==> config.mk <==
export PLATFORM = sky130hd
export DESIGN_NAME = seven_seg_scan_decoder
export DESIGN_NICKNAME = d
export VERILOG_FILES = /design/src/rtl/seven_seg_scan_decoder.sv
export SDC_FILE = /design/constraint.sdc
export NUM_CORES = 1
export LEC_CHECK = 0
export ABC_AREA = 1
export BUFFER_PORTS_ARGS = -buffer_cell sky130_fd_sc_hd__buf_2
export CORE_ASPECT_RATIO = 0.75
export CORE_MARGIN = 3
export CORE_UTILIZATION = 30
export CTS_CLUSTER_DIAMETER = 150
export DETAILED_ROUTE_END_ITERATION = 7
export GPL_TIMING_DRIVEN = 0
export PLACE_DENSITY = 0.54
export SLEW_MARGIN = 20
export SYNTH_ARGS = -nofsm -noshare
export SYNTH_HDL_FRONTEND = slang
export SYNTH_SLANG_ARGS = --single-unit
==> constraint.sdc <==
create_clock -name clk -period 5.7 [get_ports clk]
set_input_delay 1.14 -clock clk [delete_from_list [all_inputs] [get_ports clk]]
set_output_delay 1.14 -clock clk [all_outputs]
set_load 0.02 [all_outputs]
==> src/rtl/seven_seg_scan_decoder.sv <==
// Receive side of a multiplexed 4-digit seven-segment bus: samples the
// active-low anode strobes and segment lines and rebuilds a 16-bit BCD frame.
//
// Ports:
//   clk, rst          rising-edge clock, synchronous active-high reset
//   an[3:0]           anode strobes, active low, an[i]=0 selects digit i
//   seg[7:0]          segment lines, active low, seg[6:0]=g..a, seg[7]=dp
//   value[15:0]       last complete frame, value[4i+3:4i] = digit i
//   value_valid       frame held in value has not timed out
//   frame_done        one-cycle pulse when value is updated
//   bad_glyph         some digit of the last frame was undecodable
//   dp_seen, dp_pos   dp lit in last frame / highest digit with dp lit
//   sel_err           one-cycle pulse on an illegal anode pattern
module seven_seg_scan_decoder #(
    parameter int SETTLE  = 1,
    parameter int TIMEOUT = 1024
) (
    input  logic        clk,
    input  logic        rst,
    input  logic [3:0]  an,
    input  logic [7:0]  seg,
    output logic [15:0] value,
    output logic        value_valid,
    output logic        frame_done,
    output logic        bad_glyph,
    output logic        dp_seen,
    output logic [1:0]  dp_pos,
    output logic        sel_err
);

    typedef enum logic [1:0] {
        S_IDLE,
        S_SETTLE,
        S_HELD
    } state_t;

    state_t      r_state, w_state_nx;
    logic [3:0]  r_an_q, r_an_d;
    logic [7:0]  r_seg_q;
    logic [7:0]  r_stab, w_stab_nx;
    logic [15:0] r_idle;

    logic [3:0]  r_mask, r_bad, r_dp;
    logic [15:0] r_nib;

    logic        r_pend;
    logic [15:0] r_pend_val;
    logic        r_pend_bad, r_pend_dps;
    logic [1:0]  r_pend_pos;

    logic [15:0] r_value;
    logic        r_valid, r_done, r_bad_out, r_dps_out, r_sel_err;
    logic [1:0]  r_pos_out;

    logic        w_legal, w_blank, w_illegal, w_changed, w_capture;
    logic [1:0]  w_idx;
    logic [3:0]  w_bit;
    logic [3:0]  w_glyph;
    logic        w_glyph_bad;
    logic [3:0]  w_mask_nx, w_bad_nx, w_dp_nx;
    logic [15:0] w_nib_nx;
    logic [1:0]  w_pos_nx;

    assign w_blank   = (r_an_q == 4'b1111);
    assign w_illegal = !w_legal && !w_blank;
    assign w_changed = (r_an_q != r_an_d);
    assign w_bit     = 4'b0001 << w_idx;

    always_comb begin
        w_legal = 1'b1;
        w_idx   = 2'd0;
        case (r_an_q)
            4'b1110: w_idx = 2'd0;
            4'b1101: w_idx = 2'd1;
            4'b1011: w_idx = 2'd2;
            4'b0111: w_idx = 2'd3;
            default: w_legal = 1'b0;
        endcase
    end

    always_comb begin
        w_glyph_bad = 1'b0;
        w_glyph     = 4'hF;
        case (r_seg_q[6:0])
            7'b1000000: w_glyph = 4'd0;
            7'b1111001: w_glyph = 4'd1;
            7'b0100100: w_glyph = 4'd2;
            7'b0110000: w_glyph = 4'd3;
            7'b0011001: w_glyph = 4'd4;
            7'b0010010: w_glyph = 4'd5;
            7'b0000010: w_glyph = 4'd6;
            7'b1111000: w_glyph = 4'd7;
            7'b0000000: w_glyph = 4'd8;
            7'b0010000: w_glyph = 4'd9;
            default:    w_glyph_bad = 1'b1;
        endcase
    end

    // The stability count includes the current cycle, so with SETTLE=1 a
    // fresh selection is captured on the very first edge it is seen.
    always_comb begin
        w_state_nx = r_state;
        w_stab_nx  = r_stab;
        w_capture  = 1'b0;
        if (!w_legal) begin
            w_state_nx = S_IDLE;
            w_stab_nx  = 8'd0;
        end else if (r_state == S_HELD && !w_changed) begin
            w_state_nx = S_HELD;
        end else begin
            if (r_state == S_SETTLE && !w_changed)
                w_stab_nx = r_stab + 8'd1;
            else
                w_stab_nx = 8'd1;
            if (w_stab_nx == 8'(SETTLE)) begin
                w_capture  = 1'b1;
                w_state_nx = S_HELD;
            end else begin
                w_state_nx = S_SETTLE;
            end
        end
    end

    always_comb begin
        w_mask_nx = r_mask | w_bit;
        w_bad_nx  = w_glyph_bad ? (r_bad | w_bit) : (r_bad & ~w_bit);
        w_dp_nx   = !r_seg_q[7] ? (r_dp | w_bit) : (r_dp & ~w_bit);
        w_nib_nx  = r_nib;
        w_nib_nx[{w_idx, 2'b00} +: 4] = w_glyph;
        w_pos_nx  = 2'd0;
        if (w_dp_nx[1]) w_pos_nx = 2'd1;
        if (w_dp_nx[2]) w_pos_nx = 2'd2;
        if (w_dp_nx[3]) w_pos_nx = 2'd3;
    end

    always_ff @(posedge clk) begin
        if (rst) begin
            r_an_q     <= 4'b1111;
            r_an_d     <= 4'b1111;
            r_seg_q    <= 8'hFF;
            r_state    <= S_IDLE;
            r_stab     <= 8'd0;
            r_idle     <= 16'd0;
            r_mask     <= 4'd0;
            r_bad      <= 4'd0;
            r_dp       <= 4'd0;
            r_nib      <= 16'd0;
            r_pend     <= 1'b0;
            r_pend_val <= 16'd0;
            r_pend_bad <= 1'b0;
            r_pend_dps <= 1'b0;
            r_pend_pos <= 2'd0;
            r_value    <= 16'd0;
            r_valid    <= 1'b0;
            r_done     <= 1'b0;
            r_bad_out  <= 1'b0;
            r_dps_out  <= 1'b0;
            r_pos_out  <= 2'd0;
            r_sel_err  <= 1'b0;
        end else begin
            r_an_q    <= an;
            r_an_d    <= r_an_q;
            r_seg_q   <= seg;
            r_state   <= w_state_nx;
            r_stab    <= w_stab_nx;
            r_sel_err <= w_illegal && w_changed;
            r_done    <= r_pend;
            r_pend    <= 1'b0;

            if (r_pend) begin
                r_value   <= r_pend_val;
                r_valid   <= 1'b1;
                r_bad_out <= r_pend_bad;
                r_dps_out <= r_pend_dps;
                r_pos_out <= r_pend_pos;
            end

            // A completed frame is staged for one edge so the next frame
            // can start accumulating immediately.
            if (w_capture) begin
                r_idle <= 16'd0;
                if (w_mask_nx == 4'b1111) begin
                    r_pend     <= 1'b1;
                    r_pend_val <= w_nib_nx;
                    r_pend_bad <= |w_bad_nx;
                    r_pend_dps <= |w_dp_nx;
                    r_pend_pos <= w_pos_nx;
                    r_mask     <= 4'd0;
                    r_bad      <= 4'd0;
                    r_dp       <= 4'd0;
                end else begin
                    r_mask <= w_mask_nx;
                    r_bad  <= w_bad_nx;
                    r_dp   <= w_dp_nx;
                end
                r_nib <= w_nib_nx;
            end else if (r_idle != 16'(TIMEOUT)) begin
                r_idle <= r_idle + 16'd1;
                if (r_idle == 16'(TIMEOUT - 1)) begin
                    r_valid <= 1'b0;
                    r_mask  <= 4'd0;
                    r_bad   <= 4'd0;
                    r_dp    <= 4'd0;
                end
            end
        end
    end

    assign value       = r_value;
    assign value_valid = r_valid;
    assign frame_done  = r_done;
    assign bad_glyph   = r_bad_out;
    assign dp_seen     = r_dps_out;
    assign dp_pos      = r_pos_out;
    assign sel_err     = r_sel_err;

endmodule

==> results.cfg <==
[route]
ant_nets = 0
drcViolationCount = 0
num_vias = 4697
drtIter0Drc = 353
wl_per_cell_um = 11.7
wl_um = 12600
viasPerCell = 4.35
drt_pass1_iterations = 5

[critical_path]
worstSetupEndpointType = flip-flop
reg2reg_depth = 11
reg2reg_to = r_pend_val[10]
crit_type = reg -> reg
r2r_setup_slack_ns = 2.51
crit_path_max_fanout = 10
reg2reg_from = r_an_q[1]
cp-start-kind = flip-flop
worstPathArrival_ns = 3.50
crit_required_ns = 6.02

[synth]
synth-simple-area-share = 0.341
synth_fa_ha_area_frac = 0.0234
synth_compound_area_frac = 0.100
synth-seq-cells = 114
yosys_warnings = 0
synth-edff-count = 0
syn_avg_cell_area_um2 = 6.89
syn-cell-area_mm2 = 0.00535
syn-num-nets = 800
synth_flop_cell = dfxtp_1
ys_async_sr_fraction = 0
syn_inst = 776
yosysSeqAreaShare = 0.427
synthXorXnorAreaFrac = 0.0115
synthMuxAreaShare = 0
synth_cell_type_count = 32
synth_top_family_by_area = simple AND/OR/NAND/NOR gates

[worst_hold_path]
worstHoldStart = r_nib[15]
min_path_type = reg -> reg
whs_path_depth = 2
hold_end = r_nib[15]

[power_and_ir_drop]
power_density_mw_per_mm2 = 324
p_total_w = 0.00208
p_leak_nw = 2.95
ir_drop_mv = 0.148

[floorplanning]
initial_core_util = 0.312
fp.dieW_um = 160
die_y_um = 122
rows = 41
dieArea_mm2 = 0.0195
core_area_mm2 = 0.0171
ios = 37

[sta]
period_share = 0.559
fin_skew_ns = 0.0138
hold_viol = 0
layout_min_cycle_time_ns = 3.19
tightest_slew_ns = 0.690
slew_violations = 0
setup_tns_ns = 0
rsz0062_at_grt = no
maxSlewHeadroom = 0.536
setup_viol = 0
fmax_ghz = 0.314

[layout]
final_cell_mix = nand2_1 (190), dfxtp_1 (114), nor2_1 (112), inv_1 (93), nand3_1 (54)
final_cells = 1079
fillCellCount = 1861
drive_above_1_share = 0.140
layout_commonest_cell = nand2_1
area_growth_pct = 20.2
diodes = 0
nets = 854

[placement]
gp_congestion = 0.827
place_inst = 1047
io_buffer_count = 35
dpl.hpwl_um = 9180

[global_routing]
antenna_found_initial = 0
grt_usage = 0.139
grt_overflow = 0
grt_max_degree = 17
grt_pass1_wl_um = 21700
grt_pass1_vias = 4281

[clocking]
cts_max_level = 4
postCtsSetupRepairBufs = 0
clockRootBuffer = clkbuf_16
cts_buffers = 17
cts.hold.buffers_added = 0
cts_max_path_buffers = 2
postCtsResizedCells = 0
clk_pin_slew_worst_paths_ns = 0.06
worstSkewPairLatency_ns = 0.42
cts_tree = done
clock_sinks = 114

[flow_run]
drv_cap = 0

[outcome]
status = completed
==> report_power, final <==
group	switching (W)	internal, W
Clock	0.000405	0.000687
Sequential	0.0000123	0.000816
Combinational	0.000110	0.0000485
Total	0.000528	0.00155
==> area by class of cell <==
cell class	count	area, um^2	share of cell area
plain buffers	27	150	0.0234
clock buffers	20	467	0.0726
clock inverters	12	143	0.0222
inverters	98	368	0.0572
multi-input cells	537	2550	0.396
flip-flops and latches	114	2280	0.355
well taps	236	295	0.0460
repair buffers	35	175	0.0273
==> per-stage QoR <==
step                utilization  cell area (um^2)  hold WS [ns]  worst slack [ns]
finish                    0.375              6430         0.457              2.51
global route              0.375              6430         0.473              2.27
CTS                       0.375              6430         0.462              2.56
detailed placement        0.339              5820         0.453              2.57
global placement          0.339              5820         0.451              2.58
floorplan                     -              5350         0.434              3.29
==> logic make-up (layout without fill, tap and decap cells) <==
logic type / count (synthesis) / count (layout)
flip-flops: 114 / 114
buffers and inverters: 125 / 192
AND/OR/NAND/NOR: 414 / 414
AO/OA/AOI/OAI: 106 / 106
XOR/XNOR: 7 / 7
adder cells (fa/ha/maj): 10 / 10
==> synth_stat cells, types with 8 or more instances <==
master / instances / share of area
o21ai_1: 8 / 0.0075
nor2_1: 112 / 0.079
nand4_1: 15 / 0.018
ha_1: 10 / 0.023
o21ai_0: 45 / 0.042
dfxtp_1: 114 / 0.43
or2_2: 14 / 0.016
nand3_1: 54 / 0.051
buf_2: 9 / 0.0084
nor3_1: 9 / 0.0084
clkbuf_1: 11 / 0.0077
nand2_1: 190 / 0.13
inv_1: 93 / 0.065
a21oi_1: 51 / 0.048
==> layer usage <==
| metal | part of all wire | GRT usage | routed length [um] | up-vias |
|---|---|---|---|---|
| li1 | - | - | - | 2565 |
| met1 | 0.58 | 0.213 | 7340 | 2042 |
| met2 | 0.37 | 0.182 | 4670 | 78 |
| met3 | 0.037 | 0.0370 | 470 | 12 |
| met4 | 0.011 | 0.0504 | 133 | 0 |
| met5 | 0 | 0 | 0 | - |
==> flip-flops by register name (all words and copies together), names as in the netlist, 8 cells and up <==
name	count
r_nib	16
r_idle	16
r_stab	8
r_seg_q	8
r_pend_val	16
value	16
==> how the worst max path moves through the flow <==
stage,from,end,depth (start not counted)
global route,r_an_q[3],r_dp[1],11
floorplan,r_an_q[3],r_dp[1],11
CTS,r_an_q[3],r_pend_pos[0],11
finish,r_an_q[1],r_pend_val[10],11
global placement,r_an_q[3],r_pend_val[10],11
detailed placement,r_an_q[3],r_pend_val[10],11
==> worst max-delay path, cell delays in order, from the launching register on <==
cell      delay, ns
dfxtp_1        0.41
inv_2          0.06
nand2_1        0.06
nand4_1        0.32
inv_1          0.41
ha_1           0.32
nor2_1         0.12
nor4_4         0.65
clkbuf_1       0.44
nand4_1        0.17
nand2_1        0.09
nor2_1         0.04
Note: power is estimated with default switching activity, not from simulation.
